`src/rtl/eacs_radix_pipe.sv`:
```
// Pipelined add-compare-select over 2**K branches of W-bit path metrics:
// saturating add + optional normalisation, K registered compare levels, output register.
module eacs_radix_pipe #(
    parameter int unsigned W  = 4,
    parameter int unsigned K  = 2,
    parameter int unsigned CW = 8
) (
    input  logic                  clock,
    input  logic                  reset,
    input  logic                  ae,
    input  logic [(2**K)*W-1:0]   ppm_in,
    input  logic [(2**K)*W-1:0]   hd_in,
    input  logic                  norm_en,
    input  logic [W-1:0]          norm_val,
    input  logic                  clr_cnt,
    output logic [W-1:0]          ppm_out,
    output logic [K-1:0]          bx_out,
    output logic                  valid_out,
    output logic [CW-1:0]         sat_count
);

    localparam int unsigned N     = 2**K;
    localparam int unsigned NODES = 2*N - 1;
    localparam logic [W-1:0] MAX  = '1;

    // Tree nodes live in one flat array: level 0 (stage-0 sums) at 0..N-1,
    // level l at offs(l) .. offs(l)+(N>>l)-1, root at NODES-1.
    function automatic int unsigned offs(input int unsigned l);
        return 2*N - ((2*N) >> l);
    endfunction

    logic [W:0]   w_t   [N];
    logic [W-1:0] w_s   [N];
    logic [N-1:0] w_ovf;

    logic [W-1:0] r_m [NODES];
    logic [K-1:0] r_x [NODES];
    logic [K:0]   r_v;

    always_comb begin
        w_ovf = '0;
        for (int unsigned i = 0; i < N; i++) begin
            w_t[i] = {1'b0, ppm_in[i*W +: W]} + {1'b0, hd_in[i*W +: W]};
            if (ppm_in[i*W +: W] == MAX) begin
                w_s[i] = MAX;
            end else if (w_t[i][W]) begin
                w_s[i]   = MAX;
                w_ovf[i] = 1'b1;
            end else begin
                w_s[i] = w_t[i][W-1:0];
            end
            if (norm_en && (w_s[i] != MAX)) begin
                w_s[i] = (w_s[i] >= norm_val) ? (w_s[i] - norm_val) : '0;
            end
        end
    end

    always_ff @(posedge clock or negedge reset) begin
        if (!reset) begin
            for (int unsigned n = 0; n < NODES; n++) begin
                r_m[n] <= '0;
                r_x[n] <= '0;
            end
            r_v       <= '0;
            ppm_out   <= '0;
            bx_out    <= '0;
            valid_out <= 1'b0;
        end else begin
            r_v <= {r_v[K-1:0], ae};
            if (ae) begin
                for (int unsigned i = 0; i < N; i++) begin
                    r_m[i] <= w_s[i];
                end
            end
            // Ties resolve to the left (lower-index) input; the right winner sets bit l-1.
            for (int unsigned l = 1; l <= K; l++) begin
                if (r_v[l-1]) begin
                    for (int unsigned j = 0; j < (N >> l); j++) begin
                        if (r_m[offs(l-1) + 2*j] <= r_m[offs(l-1) + 2*j + 1]) begin
                            r_m[offs(l) + j] <= r_m[offs(l-1) + 2*j];
                            r_x[offs(l) + j] <= r_x[offs(l-1) + 2*j];
                        end else begin
                            r_m[offs(l) + j] <= r_m[offs(l-1) + 2*j + 1];
                            r_x[offs(l) + j] <= r_x[offs(l-1) + 2*j + 1] | (K'(1) << (l - 1));
                        end
                    end
                end
            end
            valid_out <= r_v[K];
            if (r_v[K]) begin
                ppm_out <= r_m[NODES-1];
                bx_out  <= r_x[NODES-1];
            end
        end
    end

    always_ff @(posedge clock or negedge reset) begin
        if (!reset) begin
            sat_count <= '0;
        end else if (clr_cnt) begin
            sat_count <= '0;
        end else if (ae && (|w_ovf) && (sat_count != '1)) begin
            sat_count <= sat_count + 1'b1;
        end
    end

endmodule
```
`config.mk`:
```
export PLATFORM = sky130hd
export DESIGN_NAME = eacs_radix_pipe
export DESIGN_NICKNAME = d
export VERILOG_FILES = /design/src/rtl/eacs_radix_pipe.sv
export SDC_FILE = /design/constraint.sdc
export NUM_CORES = 1
export LEC_CHECK = 0
export CORE_ASPECT_RATIO = 0.8
export CORE_MARGIN = 3
export CORE_UTILIZATION = 40
export DETAILED_ROUTE_END_ITERATION = 6
export PLACE_DENSITY_LB_ADDON = 0.05
export SETUP_SLACK_MARGIN = 0.5
export SKIP_CTS_REPAIR_TIMING = 1
export SYNTH_ARGS = -nofsm -noshare
export SYNTH_HDL_FRONTEND = slang
export SYNTH_SLANG_ARGS = --single-unit
```
`constraint.sdc`:
```
create_clock -name clock -period 2.49 [get_ports clock]
set_input_delay 0.6225 -clock clock [delete_from_list [all_inputs] [get_ports clock]]
set_output_delay 0.6225 -clock clock [all_outputs]
set_load 0.02 [all_outputs]
```
==> results.yml, run 1 <==
logic_synthesis:
  yosys.area_share.simple: 0.207
  synth_top_family_by_area: "simple AND/OR/NAND/NOR gates"
  synthCells: 448
  synth_xor_area_frac: 0.0341
  synth_nets: 542
  ys_types: 54
  async_reset_ff_frac: 1.00
  synth_compound_area_frac: 0.201
  netlist_area_um2: 4120
  muxShareOfSynthArea: 0.0356
  synth-edff-count: 0
  dominantRegCellSynth: "dfrtp_1"
  synth_seq_cells: 49
  synth_warnings: 6
  synth_seq_area_share: 0.298
  avgSynthCellArea_um2: 9.19
  synthAdderAreaFrac: 0.176
global_route:
  antenna_found_initial: 0
  grt_pass1_vias: 3751
  grt_pass1_wl_um: 17400
  track_usage: 0.179
  overflow: 0
  grt_max_degree: 30
sta:
  finalWorstSetupSlack_ns: -0.383
  setup-tns-final_ns: -3.53
  worst_slew_pin_slew_ns: 0.834
  finClkSkew_ns: 0.00617
  min_period_over_period: 1.15
  hold_viol_final: 0
  rsz0062_at_grt: "true"
  setup_violations: 16
  slew_headroom: 0.444
  drv_slew: 0
  max_freq_ghz: 0.348
  fin_crit_ns: 2.87
power_and_ir_drop:
  clock_power_share: 0.189
  power_mw: 4.14
  pwr-share-comb: 0.527
  p_per_area_nw_per_um2: 650
  p_int_mw: 2.61
  netSwitchingPower_mw: 1.53
  power_frac_seq: 0.285
  ir_drop_mv: 0.336
  power_leakage_nw: 3.02
  swShare: 0.370
floorplanning:
  rows: 32
  dieArea_um2: 11500
  die_w_um: 119
  num_io_pins: 56
  coreArea_um2: 9850
  start_util: 0.418
  die_height_um: 96.7
critical_path:
  crit_path_max_incr_delay_ns: 0.40
  crit_fanout: 3
  endpoint_kind: "flip-flop"
  worstSetupStartpointType: "input port"
  worstPathCellList: "buf_8 > ha_4 > inv_2 > fa_2 > nand2b_4 > a21oi_2 > or3_4 > inv_4 > ha_4 > inv_2 > fa_2 > a21o_1 > nand3_1 > nand2_1 > and3_4 > a221o_1"
  worstPathArrival_ns: 3.05
  crit_path_top_delay_cell: "or3_4"
  reg2reg_slack_ns: 0.52
  required_ns: 2.66
  regToRegEndpoint: "r_m[4]$_DFFE_PN0P_"
  rr_worst_depth: 6
  timing.rr.start: "r_m[17]$_DFFE_PN0P_"
  critPathKind: "input port to flip-flop"
clock_network:
  htreeDepth: 2
  root_buffer: "clkbuf_16"
  clkTransAtPathRegs_ns: 0.07
  clock_latency_ns: 0.29
  clock-sinks: 49
  cts_tree: "built"
  clock_path_buffers: 2
  cts_buffers: 5
route:
  dr.pass1.iters: 5
  drt-total-wl_um: 11200
  drtIter0Drc: 232
  num_vias: 4033
  drc: 0
  post_drt_wl_per_cell_um: 15.2
  drt-vias-per-instance: 5.49
  antenna_left: 0
placed_design:
  dp_hpwl_um: 8520
  portBuffers: 55
  gp_congestion: 0.880
  pre_cts_slack_ns: -1.14
  placed_cells: 713
cells_and_area:
  area_growth_pct: 54.6
  drive_above_1_share: 0.396
  antenna_cells: 0
  fin_cells: 735
  nets: 692
  final_util: 0.646
run_status:
  status: "finished, violations left"
  violations: "negative setup slack"
worst_hold_path:
  hold_class: "input port to async pin"
run:
  max-cap-violations: 0
## cell usage in the layout, fill, tap and decap left out, types with 8 or more instances in the layout
cell             count
a21o_1              10
a21oi_2             13
a31oi_1             14
buf_4               98
clkdlybuf4s50_1     16
dfrtp_1             49
dlymetal6s2s_1      28
fa_2                 8
ha_1                22
ha_4                20
inv_1               24
inv_2               13
mux2_2               9
nand2_1             18
nand3_1             22
nor2_1              11
nor2_2               9
nor2b_1             14
o2111ai_1           11
o21ai_0             10
or3_1               15
xor2_1              10
## sequential cells by signal (all words and copies together) (netlist names)
name	cells
ppm_out	4
bx_out	2
sat_count	8
valid_out	1
r_x	3
r_v	3
r_m	28
## synthesized netlist by cell type, types with 6 or more instances
library cell,number,share of area
nor2_1,21,0.019
nand3b_1,7,0.013
nor2b_1,15,0.023
or3_1,16,0.024
nand2_1,26,0.024
nand3_1,23,0.028
fa_1,8,0.039
a21o_1,10,0.018
ha_1,45,0.14
nand4_1,7,0.011
o21ai_0,13,0.016
a31oi_1,15,0.023
a21oi_1,21,0.026
dfrtp_1,49,0.30
o21a_1,8,0.015
o2111ai_1,11,0.023
xor2_1,11,0.023
nand4b_1,7,0.015
nand2b_1,6,0.0091
mux2_2,9,0.025
inv_1,38,0.035
clkbuf_1,7,0.0064
a211oi_1,7,0.013
## worst max-delay path: cells and delay by family
| kind | cells | cell delay (ns) |
|---|---|---|
| simple gates | 5 | 0.82 |
| buf+inv | 4 | 0.24 |
| fa+ha+maj | 4 | 0.79 |
| compound gates | 3 | 0.58 |
## final cells by class
class	instances	area, µm²
clock buffers	5	125
clock inverters	3	43.8
fillers	826	3490
inverters	38	145
multi-input cells	349	3260
flip-flops and latches	49	1230
well taps	136	170
repair buffers	155	1390
## per-layer routing
metal | routed length [µm] | up-vias | track usage
met5 | 0 | - | 0
met3 | 440 | 15 | 0.0304
met4 | 183 | 0 | 0.0467
li1 | - | 1982 | -
met1 | 5200 | 1951 | 0.245
met2 | 5360 | 85 | 0.296
## stage by stage
stage | instance area [µm²] | hold WS, ns
3_3_place_gp | 5620 | 0.450
5_1_grt | 6360 | 0.320
2_1_floorplan | 4300 | 0.327
6_report | 6360 | 0.285
4_1_cts | 5790 | 0.298
3_5_place_dp | 5620 | 0.460
## kinds of logic after synthesis
logic type,after synthesis
and+or+nand+nor,151
buffers and inverters,50
xor gates and xnor gates,16
muxes,13
adders and majority gates,53
AOI/OAI and AO/OA,116
DFF,49
## power by group through the flow
| stage | clock, mW | sequential (mW) | combinational, mW |
|---|---|---|---|
| finish | 0.780 | 1.18 | 2.18 |
| global route | 0.824 | 1.20 | 2.40 |
| CTS | 0.799 | 1.18 | 1.94 |
| detailed placement | 0 | 1.19 | 1.92 |
| global placement | 0 | 1.18 | 1.87 |
| floorplan | 0 | 1.17 | 1.22 |
## worst max-delay path by stage
stage	startpoint	to	slack (ns)	cells after the start
2_1_floorplan	ppm_in[8]	r_m[16]$_DFFE_PN0P_	-0.50	15
3_3_place_gp	ppm_in[8]	r_m[16]$_DFFE_PN0P_	-1.04	16
3_5_place_dp	ppm_in[8]	r_m[18]$_DFFE_PN0P_	-1.14	16
4_1_cts	ppm_in[8]	r_m[18]$_DFFE_PN0P_	-0.82	16
5_1_grt	ppm_in[8]	r_m[17]$_DFFE_PN0P_	-0.47	16
6_report	ppm_in[8]	r_m[18]$_DFFE_PN0P_	-0.38	16
No activity file was read; power rests on OpenSTA's default activity.
==> run 2: changes to the inputs <==
CTS_CLUSTER_DIAMETER = 40   (was default)
==> results of run 2 <==
Same layout as run 1: the final DEF is identical, and so are final timing and power.
==> edit, RTL diff (flow settings as in run 2) <==
Put one more register stage on the output `ppm_out`, cleared by the reset. The value now appears one clock later. The other outputs are not delayed to match.
--- a/src/rtl/eacs_radix_pipe.sv
+++ b/src/rtl/eacs_radix_pipe.sv
@@ -22,6 +22,8 @@
     localparam int unsigned N     = 2**K;
     localparam int unsigned NODES = 2*N - 1;
     localparam logic [W-1:0] MAX  = '1;
+
+    logic [W-1:0] ppm_s0;
 
     // Tree nodes live in one flat array: level 0 (stage-0 sums) at 0..N-1,
     // level l at offs(l) .. offs(l)+(N>>l)-1, root at NODES-1.
@@ -62,7 +64,7 @@
                 r_x[n] <= '0;
             end
             r_v       <= '0;
-            ppm_out   <= '0;
+            ppm_s0    <= '0;
             bx_out    <= '0;
             valid_out <= 1'b0;
         end else begin
@@ -88,7 +90,7 @@
             end
             valid_out <= r_v[K];
             if (r_v[K]) begin
-                ppm_out <= r_m[NODES-1];
+                ppm_s0 <= r_m[NODES-1];
                 bx_out  <= r_x[NODES-1];
             end
         end
@@ -104,4 +106,12 @@
         end
     end
 
+    always_ff @(posedge clock or negedge reset) begin
+        if (!reset) begin
+            ppm_out <= '0;
+        end else begin
+            ppm_out <= ppm_s0;
+        end
+    end
+
 endmodule
Function: changed (a bounded check fails within 10 cycles, from zero or initial values and one cycle with reset low).
==> edit against run 2 <==
- the flow still finishes with violations (setup timing)
- maximum frequency is 5.1% lower
- area after synthesis is 3.2% higher
- routed wire length is 7.7% higher
- clock power is 8.8% lower
- core utilization is 1.9 points higher
- cell area is 4.1% higher
- sequential share of layout area is 0.74 points higher
- sequential cell count is 4 higher
- clock skew is 0.00069 ns higher
- power is 2.2% higher
- setup slack worse by 0.15 ns
- first-iteration DRC count is 23% lower
- global-route usage is 1.1 points higher
==> edit: results (changes against run 2) <==
Status: finished, violations left
Failing checks: setup timing
Leakage power: 0.00320 µW (+5.9%)
Worst VDD drop: 0.000327 V (-2.9%)
Final setup margin: -0.538 ns (-0.154 ns)
Fraction of layout cells with a size suffix above 1: 40.2% (+0.59 points)
Final #Nets: 728 (+5.2%)
Post-synthesis sequential area ratio: 31.2% (+1.4 points)
Mapped Cells: 464 (+3.6%)
WL met1: 5480 µm (+5.3%)
Tot GR Track Use: 19.0% (+1.1 points)
Top cell family by delay on the critical path: compound AO/OA/AOI/OAI gates
# fillers: 779 (-5.7%)
Met2 Use GR: 33.3% (+3.6 points)
Final setup viols: 22 (+6)
Data arrival, critical path: 3.20 ns (+0.15 ns)
Dpl hpwl: 9240 µm (+8.5%)
M3 GR Usage: 3.07% (+0.030 points)
Synth top area cells: dfrtp_1 (31%), ha_1 (13%), fa_1 (3.8%), inv_1 (3.6%), nand3_1 (3.2%)
First-pass GRT wire length: 18,800 µm (+8.4%)
Most instantiated cells after synthesis: dfrtp_1 (53), ha_1 (45), inv_1 (41)
DR vias: 4,267 (+5.8%)
Met2 routed WL: 5890 µm (+9.9%)
Worst slack, placed: -1.31 ns (-0.165 ns)
Via density per instance: 5.53 (+0.86%)
Starting DRC count in detailed routing: 178 (-23%)
Actual slew at the worst max-slew pin: 0.840 ns (+0.00572 ns)
Setup TNS: -5.65 ns (-2.12 ns)
Post-Route Skew: 0.00686 ns (+0.000695 ns)
Vias in the first global route: 4,181 (+11%)
Largest regs: r_m: 28 flops, sat_count: 8 flops
CP peak stage delay: 0.38 ns (-0.02 ns)
M1 GR Usage: 25.1% (+0.60 points)
Yosys cell types: 60 (+11%)
-- edit: changes by cell type after synthesis, sizes merged, moves of 4 or more --
cell / before / now
clkbuf: 7 / 11
nand3: 23 / 27
dfrtp: 49 / 53
inv: 38 / 42
and3: 2 / 7
nand2: 26 / 22
-- edit: worst paths after layout --
check,from,end,slack [ns],depth (start not counted)
max,ppm_in[0],r_m[24]$_DFFE_PN0P_,-0.54,16
min,reset,r_m[15]$_DFFE_PN0P_,0.27,1
max reg2reg,sat_count[0]$_DFFE_PN0P_,sat_count[5]$_DFFE_PN0P_,0.38,7
min reg2reg,ppm_s0[1]$_DFFE_PN0P_,ppm_out[1]$_DFF_PN0_,0.37,0
max in group asynchronous,reset,bx_out[0]$_DFFE_PN0P_,1.58,2
min in group clock,ppm_s0[1]$_DFFE_PN0P_,ppm_out[1]$_DFF_PN0_,0.37,0
-- edit: power by group --
part           internal, µW  switching (µW)
logic                  1150            1090
registers              1100             177
clock network           380             331
-- edit: final cells by class --
cell class                 instances  area (µm²)  share of cell area [%]
clock buffer                       5         125                    1.89
clock inverter                     3        26.3                   0.397
inverter                          42         163                    2.45
multi-input combinational        356        3270                    49.3
sequential                        53        1330                    20.0
tap                              136         170                    2.57
timing repair buffer             176        1550                    23.4
-- edit: cells by family after synthesis --
family	after synthesis	synth area share, %
compound gates	119	19.9
xor+xnor	12	2.47
fa+ha+maj	53	17.0
buf+inv	55	4.92
flops	53	31.2
mux	10	2.59
simple gates	162	21.9
-- edit: worst register-to-register path, delay by kind of cell (launching register included) --
kind            cells  cell delay [ns]
compound gates      3             0.62
simple gates        2             0.56
flops               1             0.42
fa+ha+maj           1             0.24
buf+inv             1             0.20
